## config.mk

```make
export PLATFORM = sky130hd
export DESIGN_NAME = fetch_unit_flat
export DESIGN_NICKNAME = d
export VERILOG_FILES = /design/src/rtl/fetch_pkg.sv /design/src/rtl/fetch_unit_if.sv /design/src/rtl/fetch_watchdog.sv /design/src/rtl/fetch_unit.sv /design/src/flat_wrapper.sv
export SDC_FILE = /design/constraint.sdc
export NUM_CORES = 1
export LEC_CHECK = 0
export BUFFER_PORTS_ARGS = -buffer_cell sky130_fd_sc_hd__buf_2
export CAP_MARGIN = 10
export CORE_MARGIN = 2
export CORE_UTILIZATION = 30
export DETAILED_ROUTE_END_ITERATION = 16
export HOLD_SLACK_MARGIN = 0.05
export PLACE_DENSITY = 0.63
export SLEW_MARGIN = 40
export SYNTH_ARGS = -nofsm -noshare
export SYNTH_HDL_FRONTEND = slang
export SYNTH_SLANG_ARGS = --single-unit
```

## constraint.sdc

```tcl
create_clock -name clk -period 4.6 [get_ports clk]
set_input_delay 0.92 -clock clk [delete_from_list [all_inputs] [get_ports clk]]
set_output_delay 0.92 -clock clk [all_outputs]
set_load 0.03 [all_outputs]
```

## src/rtl/fetch_pkg.sv

```systemverilog
// Shared types and constants for the RV32 instruction fetch stage.
package fetch_pkg;

  localparam int XLEN_DEF = 32;
  localparam logic [31:0] NOP_INSTR = 32'h0000_0013;

  localparam int OP_LSB = 0;
  localparam int F3_LSB = 12;
  localparam int F7B    = 30;

  typedef enum logic [1:0] {
    REQ  = 2'd0,
    WAIT = 2'd1,
    HOLD = 2'd2,
    ERR  = 2'd3
  } fetch_state_e;

endpackage

```

## src/rtl/fetch_unit_if.sv

```systemverilog
// Instruction-memory request/response channel between fetch_unit and imem.
interface fetch_unit_if #(
  parameter int XLEN = 32
);

  logic            imem_req_valid;
  logic            imem_req_ready;
  logic [XLEN-1:0] imem_addr;
  logic            imem_rsp_valid;
  logic [31:0]     imem_rsp_data;

  modport master (
    output imem_req_valid,
    output imem_addr,
    input  imem_req_ready,
    input  imem_rsp_valid,
    input  imem_rsp_data
  );

  modport slave (
    input  imem_req_valid,
    input  imem_addr,
    output imem_req_ready,
    output imem_rsp_valid,
    output imem_rsp_data
  );

endinterface

```

## src/rtl/fetch_watchdog.sv

```systemverilog
// Response timer for the fetch WAIT state; expire asserts at TIMEOUT_CYCLES-1.
module fetch_watchdog #(
  parameter int TIMEOUT_CYCLES = 64
) (
  input  logic clk,
  input  logic rst_n,
  input  logic clear,
  input  logic enable,
  output logic expire
);

  logic [7:0] count_q, count_d;

  always_comb begin
    count_d = count_q;
    if (clear) begin
      count_d = '0;
    end else if (enable) begin
      count_d = count_q + 8'd1;
    end
  end

  always_ff @(posedge clk) begin
    if (!rst_n) begin
      count_q <= '0;
    end else begin
      count_q <= count_d;
    end
  end

  assign expire = (count_q == 8'(TIMEOUT_CYCLES - 1));

endmodule

```

## src/rtl/fetch_unit.sv

```systemverilog
// RV32 fetch stage: owns the PC, fetches over the imem channel, holds the instruction
// until the core accepts it. FETCH_ALIGN_CHECK_EN traps misaligned redirect targets.
module fetch_unit
  import fetch_pkg::*;
#(
  parameter int          XLEN           = XLEN_DEF,
  parameter logic [31:0] RESET_PC       = 32'h0000_0000,
  parameter int          TIMEOUT_CYCLES = 64
) (
  input  logic            clk,
  input  logic            rst_n,
  fetch_unit_if.master    imem,
  output logic            instr_valid,
  input  logic            instr_ready,
  output logic [31:0]     instr,
  output logic [6:0]      op,
  output logic [2:0]      funct3,
  output logic            funct7,
  output logic [XLEN-1:0] pc,
  output logic [XLEN-1:0] pc_plus4,
  input  logic            pc_src,
  input  logic [XLEN-1:0] pc_target,
  output logic [31:0]     instret,
  output logic            fetch_err
`ifdef FETCH_ALIGN_CHECK_EN
  ,output logic           fetch_misalign
`endif
);

  fetch_state_e    state_q, state_d;
  logic [XLEN-1:0] pc_q, pc_d;
  logic [31:0]     instr_q, instr_d;
  logic [31:0]     instret_q, instret_d;
  logic            wd_expire;
  logic            accept;
  logic            redirect_bad;
  logic [XLEN-1:0] redirect_pc;

  assign accept      = (state_q == HOLD) && instr_ready;
  assign redirect_pc = pc_target & {{(XLEN-2){1'b1}}, 2'b00};

`ifdef FETCH_ALIGN_CHECK_EN
  logic misalign_q, misalign_d;
  assign redirect_bad = pc_src && (pc_target[1:0] != 2'b00);
`else
  assign redirect_bad = 1'b0;
`endif

  fetch_watchdog #(
    .TIMEOUT_CYCLES (TIMEOUT_CYCLES)
  ) u_watchdog (
    .clk    (clk),
    .rst_n  (rst_n),
    .clear  (state_q != WAIT),
    .enable (state_q == WAIT),
    .expire (wd_expire)
  );

  always_ff @(posedge clk) begin
    if (!rst_n) begin
      state_q <= REQ;
    end else begin
      state_q <= state_d;
    end
  end

  // A response in the timeout cycle takes priority over the error.
  always_comb begin
    state_d = state_q;
    unique case (state_q)
      REQ:  if (imem.imem_req_ready) state_d = WAIT;
      WAIT: begin
        if (imem.imem_rsp_valid) begin
          state_d = HOLD;
        end else if (wd_expire) begin
          state_d = ERR;
        end
      end
      HOLD: if (instr_ready) state_d = redirect_bad ? ERR : REQ;
      ERR:  state_d = ERR;
      default: state_d = REQ;
    endcase
  end

  always_comb begin
    imem.imem_req_valid = (state_q == REQ);
    instr_valid         = (state_q == HOLD);
    fetch_err           = (state_q == ERR);
  end

  always_comb begin
    pc_d      = pc_q;
    instr_d   = instr_q;
    instret_d = instret_q;
    if ((state_q == WAIT) && imem.imem_rsp_valid) begin
      instr_d = imem.imem_rsp_data;
    end
    if (accept) begin
      instret_d = instret_q + 32'd1;
      if (!redirect_bad) begin
        pc_d = pc_src ? redirect_pc : pc_q + XLEN'(4);
      end
    end
  end

  always_ff @(posedge clk) begin
    if (!rst_n) begin
      pc_q      <= XLEN'(RESET_PC);
      instr_q   <= NOP_INSTR;
      instret_q <= '0;
    end else begin
      pc_q      <= pc_d;
      instr_q   <= instr_d;
      instret_q <= instret_d;
    end
  end

`ifdef FETCH_ALIGN_CHECK_EN
  always_comb begin
    misalign_d = misalign_q;
    if (accept && redirect_bad) begin
      misalign_d = 1'b1;
    end
  end

  always_ff @(posedge clk) begin
    if (!rst_n) begin
      misalign_q <= 1'b0;
    end else begin
      misalign_q <= misalign_d;
    end
  end

  assign fetch_misalign = misalign_q;
`endif

  assign imem.imem_addr = pc_q;
  assign instr          = instr_q;
  assign op             = instr_q[OP_LSB +: 7];
  assign funct3         = instr_q[F3_LSB +: 3];
  assign funct7         = instr_q[F7B];
  assign pc             = pc_q;
  assign pc_plus4       = pc_q + XLEN'(4);
  assign instret        = instret_q;

endmodule

```

## src/flat_wrapper.sv

```systemverilog
// flat-port wrapper written by rule: the top's interface ports become plain ports
module fetch_unit_flat import fetch_pkg::*;
#(
  parameter int          XLEN           = XLEN_DEF,
  parameter logic [31:0] RESET_PC       = 32'h0000_0000,
  parameter int          TIMEOUT_CYCLES = 64
)
  (clk, rst_n, instr_valid, instr_ready, instr, op, funct3, funct7, pc, pc_plus4, pc_src, pc_target, instret, fetch_err, imem_imem_req_valid, imem_imem_addr, imem_imem_req_ready, imem_imem_rsp_valid, imem_imem_rsp_data);
  fetch_unit_if #(.XLEN(XLEN)) imem_i ();
  input  logic clk;
  input  logic rst_n;
  output logic instr_valid;
  input  logic instr_ready;
  output logic [31:0] instr;
  output logic [6:0] op;
  output logic [2:0] funct3;
  output logic funct7;
  output logic [XLEN-1:0] pc;
  output logic [XLEN-1:0] pc_plus4;
  input  logic pc_src;
  input  logic [XLEN-1:0] pc_target;
  output logic [31:0] instret;
  output logic fetch_err;
  output wire logic [$bits(imem_i.imem_req_valid)-1:0] imem_imem_req_valid;
  output wire logic [$bits(imem_i.imem_addr)-1:0] imem_imem_addr;
  input wire logic [$bits(imem_i.imem_req_ready)-1:0] imem_imem_req_ready;
  input wire logic [$bits(imem_i.imem_rsp_valid)-1:0] imem_imem_rsp_valid;
  input wire logic [$bits(imem_i.imem_rsp_data)-1:0] imem_imem_rsp_data;
  assign imem_imem_req_valid = imem_i.imem_req_valid;
  assign imem_imem_addr = imem_i.imem_addr;
  assign imem_i.imem_req_ready = imem_imem_req_ready;
  assign imem_i.imem_rsp_valid = imem_imem_rsp_valid;
  assign imem_i.imem_rsp_data = imem_imem_rsp_data;
  fetch_unit #(.XLEN(XLEN), .RESET_PC(RESET_PC), .TIMEOUT_CYCLES(TIMEOUT_CYCLES)) u_core (.clk(clk), .rst_n(rst_n), .imem(imem_i), .instr_valid(instr_valid), .instr_ready(instr_ready), .instr(instr), .op(op), .funct3(funct3), .funct7(funct7), .pc(pc), .pc_plus4(pc_plus4), .pc_src(pc_src), .pc_target(pc_target), .instret(instret), .fetch_err(fetch_err));
endmodule
```

# == Word-level counts from Yosys, hierarchy flattened ==
# Index checks and enable logic that the tools add are counted.
# word_totals
ff_bits,106
latchBits,0
ram_bits,0
rom_bits,0
inputBits,70
output_inout_bits,174
n_memories,0
# classes
add_sub_neg,3
n_mul,0
n_div,0
order_cmp,0
eq_ne,8
shifts,0
mux,6
n_bitwise,1
reduce_logical,5
# ops
cell,n
"adder 32 x 1 -> 32 bit, second input constant",1
"adder 32 x 3 -> 32 bit, second input constant",1
two-way mux 32 bit,1
"adder 8 x 1 -> 8 bit, second input constant",1
"== test 8 x 6 -> 1 bit, second input constant",1
two-way mux 2 bit,4
one-hot mux 2 bit (4 select lines),1
"!= test 2 x 1 -> 1 bit, second input constant",3
"== test 2 bit, second input constant",2
"!= test 3 x 2 -> 1 bit, second input constant",1
AND reduction 3 bit,1
"== test 2 x 1 -> 1 bit, second input constant",1
logical AND 1 bit,2
zero test 2 bit,1
OR reduction 2 bit,1
inverter 1 bit,1

# == Longest topological paths before layout ==
# Gate-level depths: netlist (run 1).
# logic_depth
word_depth,4
depth_mapped,7
depth_no_buf,5

# == By module ==
# From an unflattened synthesis (run 1), not the netlist that was laid out.
# hier_totals
cells_unflattened,734
area_unflattened_um2,5602.9
# by_module_without_submodules
mod,instances,cells_each,area_per_inst_um2,seq_area_each_um2
fetch_unit,1,694,5250.0,1921.8
fetch_watchdog,1,40,352.8,160.2

# == Worst setup path after synthesis (run 1) ==
# No wires, ideal clock.
# synth_timing
path_kind,register to output
start,"reg u_core.pc_q[2], in the netlist u_core.imem.imem_addr[2]"
end,out pc_plus4[28]
arrival_time_ns,2.369
required_ns,3.680
setup_slack_ns,1.311
stages_incl_launch_ff,6
path_buffers,0
path_cell_list,dfxtp_1 ha_1 nand4_1 nor4_1 nand3_1 xnor2_1
# synth_via
elab_chain_cells,1
# synth_lines
element,line,rtl
from (decl),fetch_unit.sv:31,"logic [XLEN-1:0] pc_q, pc_d;"
from (signal assigned),fetch_unit.sv:108,pc_q <= XLEN'(RESET_PC);
from (signal assigned),fetch_unit.sv:112,pc_q <= pc_d;
adder 32 x 3 -> 32 bit,fetch_unit.sv:143,assign pc_plus4 = pc_q + XLEN'(4);
to (decl),flat_wrapper.sv:19,output logic [XLEN-1:0] pc_plus4;
# No other way between the ends.

# == Final worst setup path (run 1) ==
# layout_timing
start,"reg u_core.pc_q[2], in the netlist u_core.imem.imem_addr[2]"
end,out pc_plus4[20]
# Same word-level chain as after synthesis.

==> impl_summary.log, run 1 <==
[metrics] Filler Cell Count: 2,060
[metrics] r2r worst-path depth: 4
[metrics] Leak Pwr: 3.217 nW
[metrics] number of unique standard cell types used by synthesis: 62
[metrics] Power per Cell Area: 267.4 nW/µm²
[metrics] CTS tree: yes
[metrics] RR Startpoint: u_core.state_q[1]
[metrics] core box area: 19,330 µm²
[metrics] clock latency on the worst-skew pair: 0.35 ns
[metrics] worst min-delay path class: reg2reg
[metrics] DIE HEIGHT: 144.0 µm
[metrics] Tightest Pin Transition: 0.6662 ns
[metrics] count of standard-cell rows: 51
[metrics] endpoints failing setup: 0
[metrics] adder and majority cell fraction of the synthesized area: 0.006382
[metrics] Fmax achieved: 282.9 MHz
[metrics] sequential cell area fraction in the yosys report: 0.3540
[metrics] wire length of the first global-routing pass: 28,280 µm
[metrics] number of instances in the synthesized netlist: 760
[metrics] syn avg cell area: 7.739 µm²
[metrics] setup tns final: 0 ns
[metrics] Reg2Reg Capture Point: u_core.instret[19]
[metrics] timing startpoint of the critical path: u_core.imem.imem_addr[2]
[metrics] worst-case headroom to the max-slew limit: 0.5518
[metrics] initial standard-cell utilization of the core: 0.3042
[metrics] count of flip-flops with a built-in enable after synthesis: 0
[metrics] most frequent cells in the layout: 235 x sky130_fd_sc_hd__buf_2, 129 x sky130_fd_sc_hd__nand2_1, 104 x sky130_fd_sc_hd__dfxtp_1, 63 x sky130_fd_sc_hd__a21oi_1, 40 x sky130_fd_sc_hd__nor2_1
[metrics] count of hold-fix buffers inserted at cts: 0
[metrics] most frequent standard cell in the layout excluding fill and tap cells: sky130_fd_sc_hd__buf_2
[metrics] I/O Buffers: 235
[metrics] Setup crit end kind: primary output
[metrics] type of element launching the critical path: register
[metrics] required time of the critical path: 3.68 ns
[metrics] dominant combinational cell family by area after synthesis: simple AND/OR/NAND/NOR gates
[metrics] number of CTS-inserted buffers: 9
[metrics] fraction of final layout cells with drive strength greater than 1: 0.3001
[metrics] Total Routing Usage GR: 0.1726
[metrics] number of buffers added for setup after CTS: 0
[metrics] utilization after layout: 0.3722
[metrics] Placed Cells incl. Taps: 1,172
[metrics] CP endpoint: pc_plus4[20]
[metrics] period utilization: 0.7686
[metrics] initial antenna violation count: 3
[metrics] status: complete, no violations
[metrics] root buf cell: sky130_fd_sc_hd__clkbuf_16
[metrics] unrepaired setup endpoints after global routing: false
[metrics] vias per cell: 5.015
[metrics] worst slack at placement: 1.303 ns
[metrics] total of cells resized after clock tree synthesis: 0
[metrics] Max-cap violations: 0
[metrics] violation count after the first detailed-route iteration: 347
[metrics] number of synthesized register bits: 104
[metrics] CP max FO: 10
[metrics] power consumption: 1.925 mW
[metrics] parity-gate share of the synthesized area counting xor and xnor cells: 0.06254
[metrics] time the final worst path needs with I/O delays and setup: 3.535 ns
[metrics] final standard cell area without fillers: 7197 µm²
[metrics] residual overflow from global routing: 0
[metrics] clk buf depth: 2
[metrics] Yosys warning count: 0
[metrics] Horiz. Die Dim: 144.0 µm
[metrics] first drt pass iteration count: 5
[metrics] Compound-Gate Fraction of Synth Area: 0.1546
[metrics] hold violation count in the final report: 0
[metrics] post-placement cell area: 6905 µm²
[metrics] number of pins exceeding their max-slew limit in the final report: 0
[metrics] final weighted congestion in routability-driven placement: 0.8166
[metrics] Fin Hold WS: 0.4558 ns
[metrics] area of all sequential standard cells: 2082 µm²
[metrics] Worst IR Drop VDD: 0.0001619 V
[metrics] DP HPWL: 13,370 µm
[metrics] synthesis-to-layout area growth: 22.36%
[metrics] portion of netlist area occupied by mux cells: 0.02382
[metrics] Top-Level Pins: 244
[metrics] clock-pin slew on the worst setup and hold paths: 0.07 ns
[metrics] predominant post-synthesis flop cell: sky130_fd_sc_hd__dfxtp_1
[metrics] post-route antenna net violation count: 0
[metrics] number of remaining DRC errors: 0
[metrics] Layout Cells excl Fill: 1,190
[metrics] nets: 991
[metrics] Final WS setup: 1.065 ns
[metrics] final clock skew: 0.008699 ns
[metrics] setup slack of the worst register-to-register path: 2.29 ns
[metrics] total length of routed wires: 18,510 µm
[metrics] routed wirelength normalized by instance count: 15.55 µm
[metrics] data arrival at the endpoint of the critical path: 2.62 ns
[metrics] deepest level of the CTS H-tree: 3
[metrics] vias in the first global route: 5,415
[metrics] overall via count from detail_route: 5,968
[metrics] Worst Setup Path Type: reg2out
[metrics] largest net degree at the start of global routing: 50
[metrics] area share of and/or/nand/nor cells after synthesis: 0.2887
[metrics] netlist area before placement: 5882 µm²
[metrics] Num Clock Sinks: 104
[metrics] fraction of synthesis flops using an asynchronous set or reset pin: 0
[metrics] footprint of the multi-input gates: 3191 µm²
[metrics] total die area: 20,740 µm²
==> registers in the layout (all words and copies together) (netlist names) <==
register and cells:
u_core.instr 32, u_core.u_watchdog.count_q 8, u_core.state_q 2, u_core.instret 32, u_core.imem.imem_addr 30
==> metal layers <==
metal / track usage / part of all wire
met5: 0 / 0.00086
met4: 0.05676 / 0.023
met3: 0.04503 / 0.078
met2: 0.2940 / 0.47
met1: 0.2124 / 0.43
==> report_power, final <==
group | total, mW | switching, mW | internal (mW)
clock | 0.752 | 0.375 | 0.377
combinational | 0.232 | 0.158 | 0.0738
sequential | 0.940 | 0.0229 | 0.917
==> layout make-up <==
type,instances,area share
clock buffer,10,0.03182
sequential,104,0.2893
clock inverter,6,0.007128
multi-input combinational,544,0.4433
inverter,13,0.006780
tap,265,0.04607
timing repair buffer,246,0.1749
antenna,2,0.0006954
==> worst max-delay path: stages (launching register included) <==
cell and delay (ns):
sky130_fd_sc_hd__dfxtp_1 0.53, sky130_fd_sc_hd__ha_1 0.33, sky130_fd_sc_hd__nand4_1 0.33, sky130_fd_sc_hd__nor4_2 0.27, sky130_fd_sc_hd__buf_4 0.22, sky130_fd_sc_hd__nand4_1 0.12
sky130_fd_sc_hd__xnor2_1 0.23, sky130_fd_sc_hd__buf_2 0.24
==> synth_stat cells, drive strengths merged, types with 2 or more instances <==
cell type / instances / area [µm²]
a211o: 2 / 17.52
a21oi: 63 / 315.3
a22o: 4 / 35.03
a31oi: 9 / 56.30
a32o: 5 / 50.05
a32oi: 2 / 17.52
and2: 7 / 43.80
and3: 14 / 87.58
and4: 9 / 78.83
buf: 62 / 431.7
clkbuf: 42 / 162.7
dfxtp: 104 / 2082
ha: 3 / 37.54
inv: 13 / 48.80
mux2i: 14 / 140.1
nand2: 130 / 488.0
nand2b: 12 / 75.07
nand3: 40 / 205.2
nand3b: 2 / 15.01
nand4: 22 / 150.1
nand4b: 3 / 41.29
nor2: 40 / 150.1
nor2b: 3 / 18.77
nor3: 11 / 55.05
nor4: 16 / 106.4
o2111ai: 2 / 17.52
o211a: 4 / 40.04
o211ai: 4 / 30.03
o21ai: 28 / 140.1
o22ai: 2 / 12.51
o31a: 6 / 52.55
o31ai: 6 / 45.04
or3: 14 / 97.59
or4: 5 / 37.54
xnor2: 30 / 262.8
xor2: 12 / 105.1
==> how the worst min path moves through the flow <==
stage,start,to,slack (ns),cells after the start
3_5_place_dp,u_core.instr[17],u_core.instr[17],0.45,2
2_1_floorplan,u_core.u_watchdog.count_q[0],u_core.u_watchdog.count_q[0],0.43,1
6_report,u_core.instr[8],u_core.instr[8],0.46,2
3_3_place_gp,u_core.instr[8],u_core.instr[8],0.44,2
5_1_grt,u_core.instr[28],u_core.instr[28],0.48,2
4_1_cts,u_core.instr[16],u_core.instr[16],0.46,2
==> logic make-up (layout without fill, tap and decap cells) <==
kind of cell / count (synthesis) / in the layout
adders and majority gates: 3 / 3
other: 1 / 8
DFF: 104 / 104
and+or+nand+nor: 333 / 333
buffers and inverters: 117 / 275
AOI/OAI and AO/OA: 146 / 146
muxes: 14 / 14
xor gates and xnor gates: 42 / 42
Note: power is estimated with default switching activity, not from simulation.
==> run 2: changes to the inputs <==
- PLACE_DENSITY: 0.63 -> 0.65
- clock period: 4.6 -> 3.1 ns (I/O delays scaled with it)
==> run 2 against run 1 <==
Setup slack got worse by 0.95 ns. Final area up 3.7%. Clock power increased by 73%. First-iteration DRC count decreased by 7.8%. Core utilization rose by 1.4 points. Combinational power grew 56%. Clock-buffer cell count fell by 1. Worst hold slack barely moved. Via count up 2.1%. Die area unchanged. Final cell count is 1.9% higher. Highest routed layer unchanged.
==> impl_summary.log, run 2 (synthesized netlist as in run 1, its figures left out) <==
[metrics] largest net degree at the start of global routing: 43 (was 50)
[metrics] count of standard-cell rows: 51 (unchanged)
[metrics] Top Usage Layer GRT: met2 (unchanged)
[metrics] synthesis-to-layout area growth: 26.89% (was 22.36%)
[metrics] grt met3 use: 0.04205 (was 0.04503)
[metrics] CP max FO: 8 (was 10)
[metrics] Placed Cells incl. Taps: 1,196 (was 1,172)
[metrics] internal power summed over all cells: 2.263 mW (was 1.368 mW)
[metrics] grt met1 use: 0.2195 (was 0.2124)
[metrics] period utilization: 0.9616
[metrics] most frequent cells in the layout: 235 x sky130_fd_sc_hd__buf_2, 130 x sky130_fd_sc_hd__nand2_1, 103 x sky130_fd_sc_hd__dfxtp_1, 63 x sky130_fd_sc_hd__a21oi_1, 40 x sky130_fd_sc_hd__nor2_1 (was 235 x sky130_fd_sc_hd__buf_2, 129 x sky130_fd_sc_hd__nand2_1, 104 x sky130_fd_sc_hd__dfxtp_1, 63 x sky130_fd_sc_hd__a21oi_1, 40 x sky130_fd_sc_hd__nor2_1)
[metrics] overall via count from detail_route: 6,095 (was 5,968)
[metrics] Setup crit end kind: primary output (unchanged)
[metrics] Num Clock Sinks: 104 (unchanged)
[metrics] worst slack at placement: 0.4809 ns (was 1.303 ns)
[metrics] Worst Setup Path Type: reg2out (unchanged)
[metrics] I/O Buffers: 235 (unchanged)
[metrics] most frequent standard cell in the layout excluding fill and tap cells: sky130_fd_sc_hd__buf_2 (unchanged)
[metrics] clock-pin slew on the worst setup and hold paths: 0.07 ns (about the same)
[metrics] Horiz. Die Dim: 144.0 µm (unchanged)
[metrics] wire length of the first global-routing pass: 28,980 µm (was 28,280 µm)
[metrics] sequential power share: 0.455 (was 0.489)
[metrics] initial antenna violation count: 3 (unchanged)
[metrics] deepest level of the CTS H-tree: 3 (unchanged)
[metrics] core box area: 19,330 µm² (unchanged)
[metrics] status: complete, no violations (unchanged)
[metrics] post-route antenna net violation count: 0 (unchanged)
[metrics] final clock skew: 0.008533 ns (was 0.008699 ns)
[metrics] P_sw: 0.7892 mW (was 0.5560 mW)
[metrics] Filler Cell Count: 2,037 (was 2,060)
[metrics] switching share of power: 0.2586 (was 0.2889)
[metrics] Top-Level Pins: 244 (unchanged)
[metrics] Leak Pwr: 3.404 nW (was 3.217 nW)
[metrics] number of pins exceeding their max-slew limit in the final report: 0 (unchanged)
[metrics] total length of routed wires: 19,020 µm (was 18,510 µm)
[metrics] required time of the critical path: 2.48 ns (was 3.68 ns)
[metrics] combinational share of power: 0.119 (was 0.120)
[metrics] final weighted congestion in routability-driven placement: 0.8519 (was 0.8166)
[metrics] worst min-delay path class: reg2reg (unchanged)
[metrics] CP max stage cell: sky130_fd_sc_hd__dfxtp_1 (unchanged)
[metrics] initial standard-cell utilization of the core: 0.3042 (unchanged)
[metrics] hold violation count in the final report: 0 (unchanged)
[metrics] routed wirelength normalized by instance count: 15.68 µm (was 15.55 µm)
[metrics] worst-case headroom to the max-slew limit: 0.5766 (was 0.5518)
[metrics] endpoints failing setup: 0 (unchanged)
[metrics] violation count after the first detailed-route iteration: 320 (was 347)
[metrics] clk buf depth: 2 (unchanged)
[metrics] Power per Cell Area: 409.0 nW/µm² (was 267.4 nW/µm²)
[metrics] nets: 1,015 (was 991)
[metrics] residual overflow from global routing: 0 (unchanged)
[metrics] worst-path cell chain: nand3_2 > nor4_4 > buf_4 > nand2_1 > xnor2_1 > buf_2 (was ha_1 > nand4_1 > nor4_2 > buf_4 > nand4_1 > xnor2_1 > buf_2)
[metrics] vias per cell: 5.025 (was 5.015)
[metrics] Final WS setup: 0.1191 ns (was 1.065 ns)
[metrics] DP HPWL: 14,130 µm (was 13,370 µm)
[metrics] part of the total power dissipated in the clock network: 0.426 (was 0.391)
[metrics] total die area: 20,740 µm² (unchanged)
[metrics] vias in the first global route: 5,455 (was 5,415)
[metrics] Tightest Pin Transition: 0.6302 ns (was 0.6662 ns)
[metrics] type of element launching the critical path: register (unchanged)
[metrics] Fin Hold WS: 0.4555 ns (was 0.4558 ns)
[metrics] met2 global-route usage: 0.3040 (was 0.2940)
[metrics] setup tns final: 0 ns (unchanged)
[metrics] fraction of final layout cells with drive strength greater than 1: 0.3203 (was 0.3001)
[metrics] CTS tree: yes (unchanged)
[metrics] first drt pass iteration count: 5 (unchanged)
[metrics] time the final worst path needs with I/O delays and setup: 2.981 ns
[metrics] delay contributed by the slowest stage of the critical path: 0.50 ns (was 0.53 ns)
[metrics] Max-cap violations: 0 (unchanged)
[metrics] data arrival at the endpoint of the critical path: 2.36 ns (was 2.62 ns)
[metrics] Total Routing Usage GR: 0.1780 (was 0.1726)
[metrics] post-placement cell area: 7083 µm² (was 6905 µm²)
[metrics] root buf cell: sky130_fd_sc_hd__clkbuf_16 (unchanged)
[metrics] DIE HEIGHT: 144.0 µm (unchanged)
[metrics] Worst IR Drop VDD: 0.0002307 V (was 0.0001619 V)
[metrics] clock latency on the worst-skew pair: 0.35 ns (about the same)
[metrics] final standard cell area without fillers: 7463 µm² (was 7197 µm²)
[metrics] Layout Cells excl Fill: 1,213 (was 1,190)
[metrics] Fmax achieved: 335.5 MHz
[metrics] number of CTS-inserted buffers: 9 (unchanged)
[metrics] count of hold-fix buffers inserted at cts: 0 (unchanged)
[metrics] number of remaining DRC errors: 0 (unchanged)
-- run 2: area by class of cell --
cell class,count,area (µm²),share of cell area
multi-input cells,544,3222,0.4317
flip-flops and latches,104,2083,0.2791
repair buffers,270,1439,0.1928
well taps,265,331.6,0.04443
clock buffers,9,225.2,0.03018
clock inverters,6,108.9,0.01459
inverters,13,48.80,0.006538
diodes,2,5.005,0.0006706
-- run 2: metal layers --
layer / share of wire / vias to the layer above
met4: 0.016 / 2
met5: 0.00079 / -
met1: 0.43 / 2820
li1: - / 2980
met2: 0.48 / 266
met3: 0.080 / 27
-- run 2: worst max-delay path, delay by kind of cell, from the launching register on --
kind | cells | cell delay (ns)
xor gates and xnor gates | 1 | 0.26
buffers and inverters | 2 | 0.49
DFF | 1 | 0.50
and+or+nand+nor | 3 | 0.77
-- run 2: power groups by stage --
stage | Clock, mW | Combinational [mW] | Sequential [mW]
CTS | 1.33 | 0.365 | 1.39
floorplan | 0 | 0.209 | 1.46
detailed placement | 0 | 0.364 | 1.42
finish | 1.30 | 0.363 | 1.39
global route | 1.38 | 0.393 | 1.39
global placement | 0 | 0.363 | 1.42
-- run 2: final timing paths --
check | from | endpoint | slack [ns] | cells after the start
worst max-delay path | u_core.imem.imem_addr[15] | pc_plus4[30] | 0.12 | 6
worst max register to register | u_core.state_q[1] | u_core.instret[18] | 1.03 | 5
worst min-delay path | u_core.instr[29] | u_core.instr[29] | 0.46 | 2
worst min register to register | u_core.instr[29] | u_core.instr[29] | 0.46 | 2
-- run 2: timing repair --
item / in CTS / in global routing
hold endpoints to repair: 0 / 0
setup buffers: 0 / 0
gates resized for setup: 0 / 7
endpoints found under the setup margin: 0 / 5
-- run 2: metrics by stage --
step	total power, mW	util
after CTS	3.087	0.3836
after global placement	1.781	0.3663
after detailed placement	1.783	0.3663
after floorplan	1.669	-
after global routing	3.166	0.3858
final	3.052	0.3860
==> run 3: changes to the inputs <==
- ABC_AREA: unset -> 1
==> run 3 against run 2 <==
Critical path type unchanged. Core utilization down 1.2 points. Combinational power up 46%. Area after synthesis down 0.74%. Clock skew up 0.0023 ns. Largest cell class unchanged. Critical endpoint is now pc_plus4[16].
==> impl_summary.log, run 3 <==
[metrics] predominant post-synthesis flop cell: sky130_fd_sc_hd__dfxtp_1 (unchanged)
[metrics] worst slack at placement: 0.6817 ns (was 0.4809 ns)
[metrics] unrepaired setup endpoints after global routing: false
[metrics] most common cell in the synthesized netlist: sky130_fd_sc_hd__nand2_1 (unchanged)
[metrics] Max-cap violations: 0 (unchanged)
[metrics] Setup crit end kind: primary output (unchanged)
[metrics] data arrival at the endpoint of the critical path: 2.14 ns (was 2.36 ns)
[metrics] setup slack of the worst register-to-register path: 1.22 ns (was 1.03 ns)
[metrics] Num Clock Sinks: 104 (unchanged)
[metrics] most frequent standard cell in the layout excluding fill and tap cells: sky130_fd_sc_hd__nand2_1 (was sky130_fd_sc_hd__buf_2)
[metrics] timing startpoint of the critical path: u_core.imem.imem_addr[2] (was u_core.imem.imem_addr[15])
[metrics] core box area: 19,270 µm² (was 19,330 µm²)
[metrics] status: complete, no violations (unchanged)
[metrics] final standard cell area without fillers: 7209 µm² (was 7463 µm²)
[metrics] root buf cell: sky130_fd_sc_hd__clkbuf_16 (unchanged)
[metrics] number of remaining DRC errors: 0 (unchanged)
[metrics] Top-Level Pins: 244 (unchanged)
[metrics] total of cells resized after clock tree synthesis: 0 (unchanged)
[metrics] wire length of the first global-routing pass: 26,720 µm (was 28,980 µm)
[metrics] routed wirelength normalized by instance count: 13.10 µm (was 15.68 µm)
[metrics] Worst IR Drop VDD: 0.0002432 V (was 0.0002307 V)
[metrics] fraction of synthesis flops using an asynchronous set or reset pin: 0 (unchanged)
[metrics] required time of the critical path: 2.48 ns (about the same)
[metrics] cell types with the largest area share after synthesis: sky130_fd_sc_hd__dfxtp_1 36%, sky130_fd_sc_hd__nand2_1 16%, sky130_fd_sc_hd__a21oi_1 9.4% (was sky130_fd_sc_hd__dfxtp_1 35%, sky130_fd_sc_hd__nand2_1 8.3%, sky130_fd_sc_hd__buf_4 6.1%)
[metrics] vias in the first global route: 5,344 (was 5,455)
[metrics] Tightest Pin Transition: 0.7146 ns (was 0.6302 ns)
[metrics] Post-synth top cells: 256 x sky130_fd_sc_hd__nand2_1, 110 x sky130_fd_sc_hd__a21oi_1, 104 x sky130_fd_sc_hd__dfxtp_1 (was 130 x sky130_fd_sc_hd__nand2_1, 104 x sky130_fd_sc_hd__dfxtp_1, 63 x sky130_fd_sc_hd__a21oi_1)
[metrics] synthesis-to-layout area growth: 23.49% (was 26.89%)
[metrics] number of CTS-inserted buffers: 9 (unchanged)
[metrics] initial standard-cell utilization of the core: 0.3029 (was 0.3042)
[metrics] nets: 1,128 (was 1,015)
[metrics] number of unique standard cell types used by synthesis: 33 (was 62)
[metrics] final weighted congestion in routability-driven placement: 0.9161 (was 0.8519)
[metrics] RR Startpoint: u_core.state_q[1] (unchanged)
[metrics] number of pins exceeding their max-slew limit in the final report: 0 (unchanged)
[metrics] syn avg cell area: 6.672 µm² (was 7.739 µm²)
[metrics] first drt pass iteration count: 4 (was 5)
[metrics] CTS tree: yes (unchanged)
[metrics] number of instances in the synthesized netlist: 875 (was 760)
[metrics] count of flip-flops with a built-in enable after synthesis: 0 (unchanged)
[metrics] endpoints failing setup: 0 (unchanged)
[metrics] violation count after the first detailed-route iteration: 155 (was 320)
[metrics] number of synthesized register bits: 104 (unchanged)
[metrics] setup tns final: 0 ns (unchanged)
[metrics] hold violation count in the final report: 0 (unchanged)
[metrics] clock-pin slew on the worst setup and hold paths: 0.08 ns (was 0.07 ns)
[metrics] total length of routed wires: 17,350 µm (was 19,020 µm)
[metrics] most frequent cells in the layout: 256 x sky130_fd_sc_hd__nand2_1, 235 x sky130_fd_sc_hd__buf_2, 110 x sky130_fd_sc_hd__a21oi_1, 104 x sky130_fd_sc_hd__dfxtp_1, 88 x sky130_fd_sc_hd__nor2_1 (was 235 x sky130_fd_sc_hd__buf_2, 130 x sky130_fd_sc_hd__nand2_1, 103 x sky130_fd_sc_hd__dfxtp_1, 63 x sky130_fd_sc_hd__a21oi_1, 40 x sky130_fd_sc_hd__nor2_1)
[metrics] post-route antenna net violation count: 0 (unchanged)
[metrics] n_diodes: 0 (was 2)
[metrics] Reg2Reg Capture Point: u_core.instret[23] (was u_core.instret[18])
[metrics] Min-Delay Path Depth: 1 (was 2)
[metrics] Fmax achieved: 362.2 MHz (was 335.5 MHz)
[metrics] post-placement cell area: 6923 µm² (was 7083 µm²)
[metrics] DIE HEIGHT: 143.5 µm (was 144.0 µm)
[metrics] initial antenna violation count: 0 (was 3)
[metrics] netlist area before placement: 5838 µm² (was 5882 µm²)
[metrics] DP HPWL: 12,860 µm (was 14,130 µm)
[metrics] Total Routing Usage GR: 0.1641 (was 0.1780)
[metrics] Worst Setup Path Type: reg2out (unchanged)
[metrics] overall via count from detail_route: 5,982 (was 6,095)
[metrics] number of buffers added for setup after CTS: 0 (unchanged)
[metrics] Leak Pwr: 3.230 nW (was 3.404 nW)
[metrics] I/O Buffers: 235 (unchanged)
[metrics] total die area: 20,590 µm² (was 20,740 µm²)
[metrics] Yosys warning count: 0 (unchanged)
[metrics] fraction of final layout cells with drive strength greater than 1: 0.2802 (was 0.3203)
[metrics] CP max FO: 6 (was 8)
[metrics] time the final worst path needs with I/O delays and setup: 2.761 ns (was 2.981 ns)
[metrics] final clock skew: 0.01083 ns (was 0.008533 ns)
[metrics] cell taking the most area after synthesis: sky130_fd_sc_hd__dfxtp_1 (unchanged)
[metrics] count of standard-cell rows: 51 (unchanged)
[metrics] sequential cell area fraction in the yosys report: 0.3566 (was 0.3540)
[metrics] post-synth top area share: 0.3566 (was 0.3540)
[metrics] deepest level of the CTS H-tree: 3 (unchanged)
[metrics] count of hold-fix buffers inserted at cts: 0 (unchanged)
[metrics] r2r worst-path depth: 8 (was 5)
[metrics] Power per Cell Area: 432.3 nW/µm² (was 409.0 nW/µm²)
[metrics] clock latency on the worst-skew pair: 0.36 ns (was 0.35 ns)
[metrics] endpoint of the worst hold path: u_core.u_watchdog.count_q[0] (was u_core.instr[29])
[metrics] Filler Cell Count: 2,127 (was 2,037)
[metrics] residual overflow from global routing: 0 (unchanged)
[metrics] worst min-delay path class: reg2reg (unchanged)
[metrics] clk buf depth: 2 (unchanged)
[metrics] largest net degree at the start of global routing: 52 (was 43)
[metrics] Final WS setup: 0.3387 ns (was 0.1191 ns)
[metrics] Horiz. Die Dim: 143.5 µm (was 144.0 µm)
[metrics] period utilization: 0.8907 (was 0.9616)
[metrics] vias per cell: 4.515 (was 5.025)
[metrics] type of element launching the critical path: register (unchanged)
[metrics] beginning of the worst hold path: u_core.u_watchdog.count_q[0] (was u_core.instr[29])
[metrics] worst-case headroom to the max-slew limit: 0.5231 (was 0.5766)
==> run 3: final cells by class <==
| class | count | area [µm²] | share of cell area |
|---|---|---|---|
| clock buffer | 10 | 229.0 | 0.03176 |
| tap | 265 | 331.6 | 0.04599 |
| inverter | 67 | 254.0 | 0.03523 |
| clock inverter | 6 | 57.56 | 0.007983 |
| timing repair buffer | 241 | 1221 | 0.1694 |
| sequential | 104 | 2082 | 0.2888 |
| multi-input combinational | 632 | 3034 | 0.4209 |
==> run 3: power by group <==
part	internal, mW	total, mW	switching (mW)
clock	0.567	1.15	0.581
sequential	1.38	1.44	0.0563
combinational	0.151	0.529	0.378
==> run 3: routing by layer <==
layer  global-route usage  share of wire
met5                    0              0
met4              0.07121          0.026
met3              0.03166          0.064
met2               0.2820           0.47
met1               0.1996           0.44
==> run 3: logic make-up (layout without fill, tap and decap cells) <==
family,after synthesis,in the layout,synth area share
AOI/OAI and AO/OA,156,156,0.1365
xor gates and xnor gates,20,20,0.03643
adders and majority gates,3,3,0.006430
buffers and inverters,144,324,0.1269
DFF,104,104,0.3566
other,1,6,0.0006423
and+or+nand+nor,447,447,0.3365
==> run 3: per-stage QoR <==
stage               cells  hold WS, ns  utilization  power [mW]
finish               1325       0.4511       0.3741       3.117
floorplan             880       0.4176            -       1.863
detailed placement   1309       0.4433       0.3592       2.007
CTS                  1325       0.4445       0.3741       3.176
global placement     1309       0.4292       0.3591       2.003
global route         1325       0.4694       0.3741       3.270
==> run 3: worst max-delay path by stage <==
stage	end	cells past startpoint
floorplan	pc_plus4[16]	5
global placement	pc_plus4[16]	6
detailed placement	pc_plus4[16]	6
CTS	pc_plus4[16]	6
global route	pc_plus4[24]	8
finish	pc_plus4[16]	6
==> run 3: worst max-delay path, stage by stage, from the launching register on <==
cell and delay (ns):
sky130_fd_sc_hd__dfxtp_1 0.43, sky130_fd_sc_hd__ha_1 0.26, sky130_fd_sc_hd__nand3_1 0.15, sky130_fd_sc_hd__nor2_1 0.25, sky130_fd_sc_hd__nand3_1 0.18, sky130_fd_sc_hd__xnor2_1 0.27
sky130_fd_sc_hd__buf_2 0.25
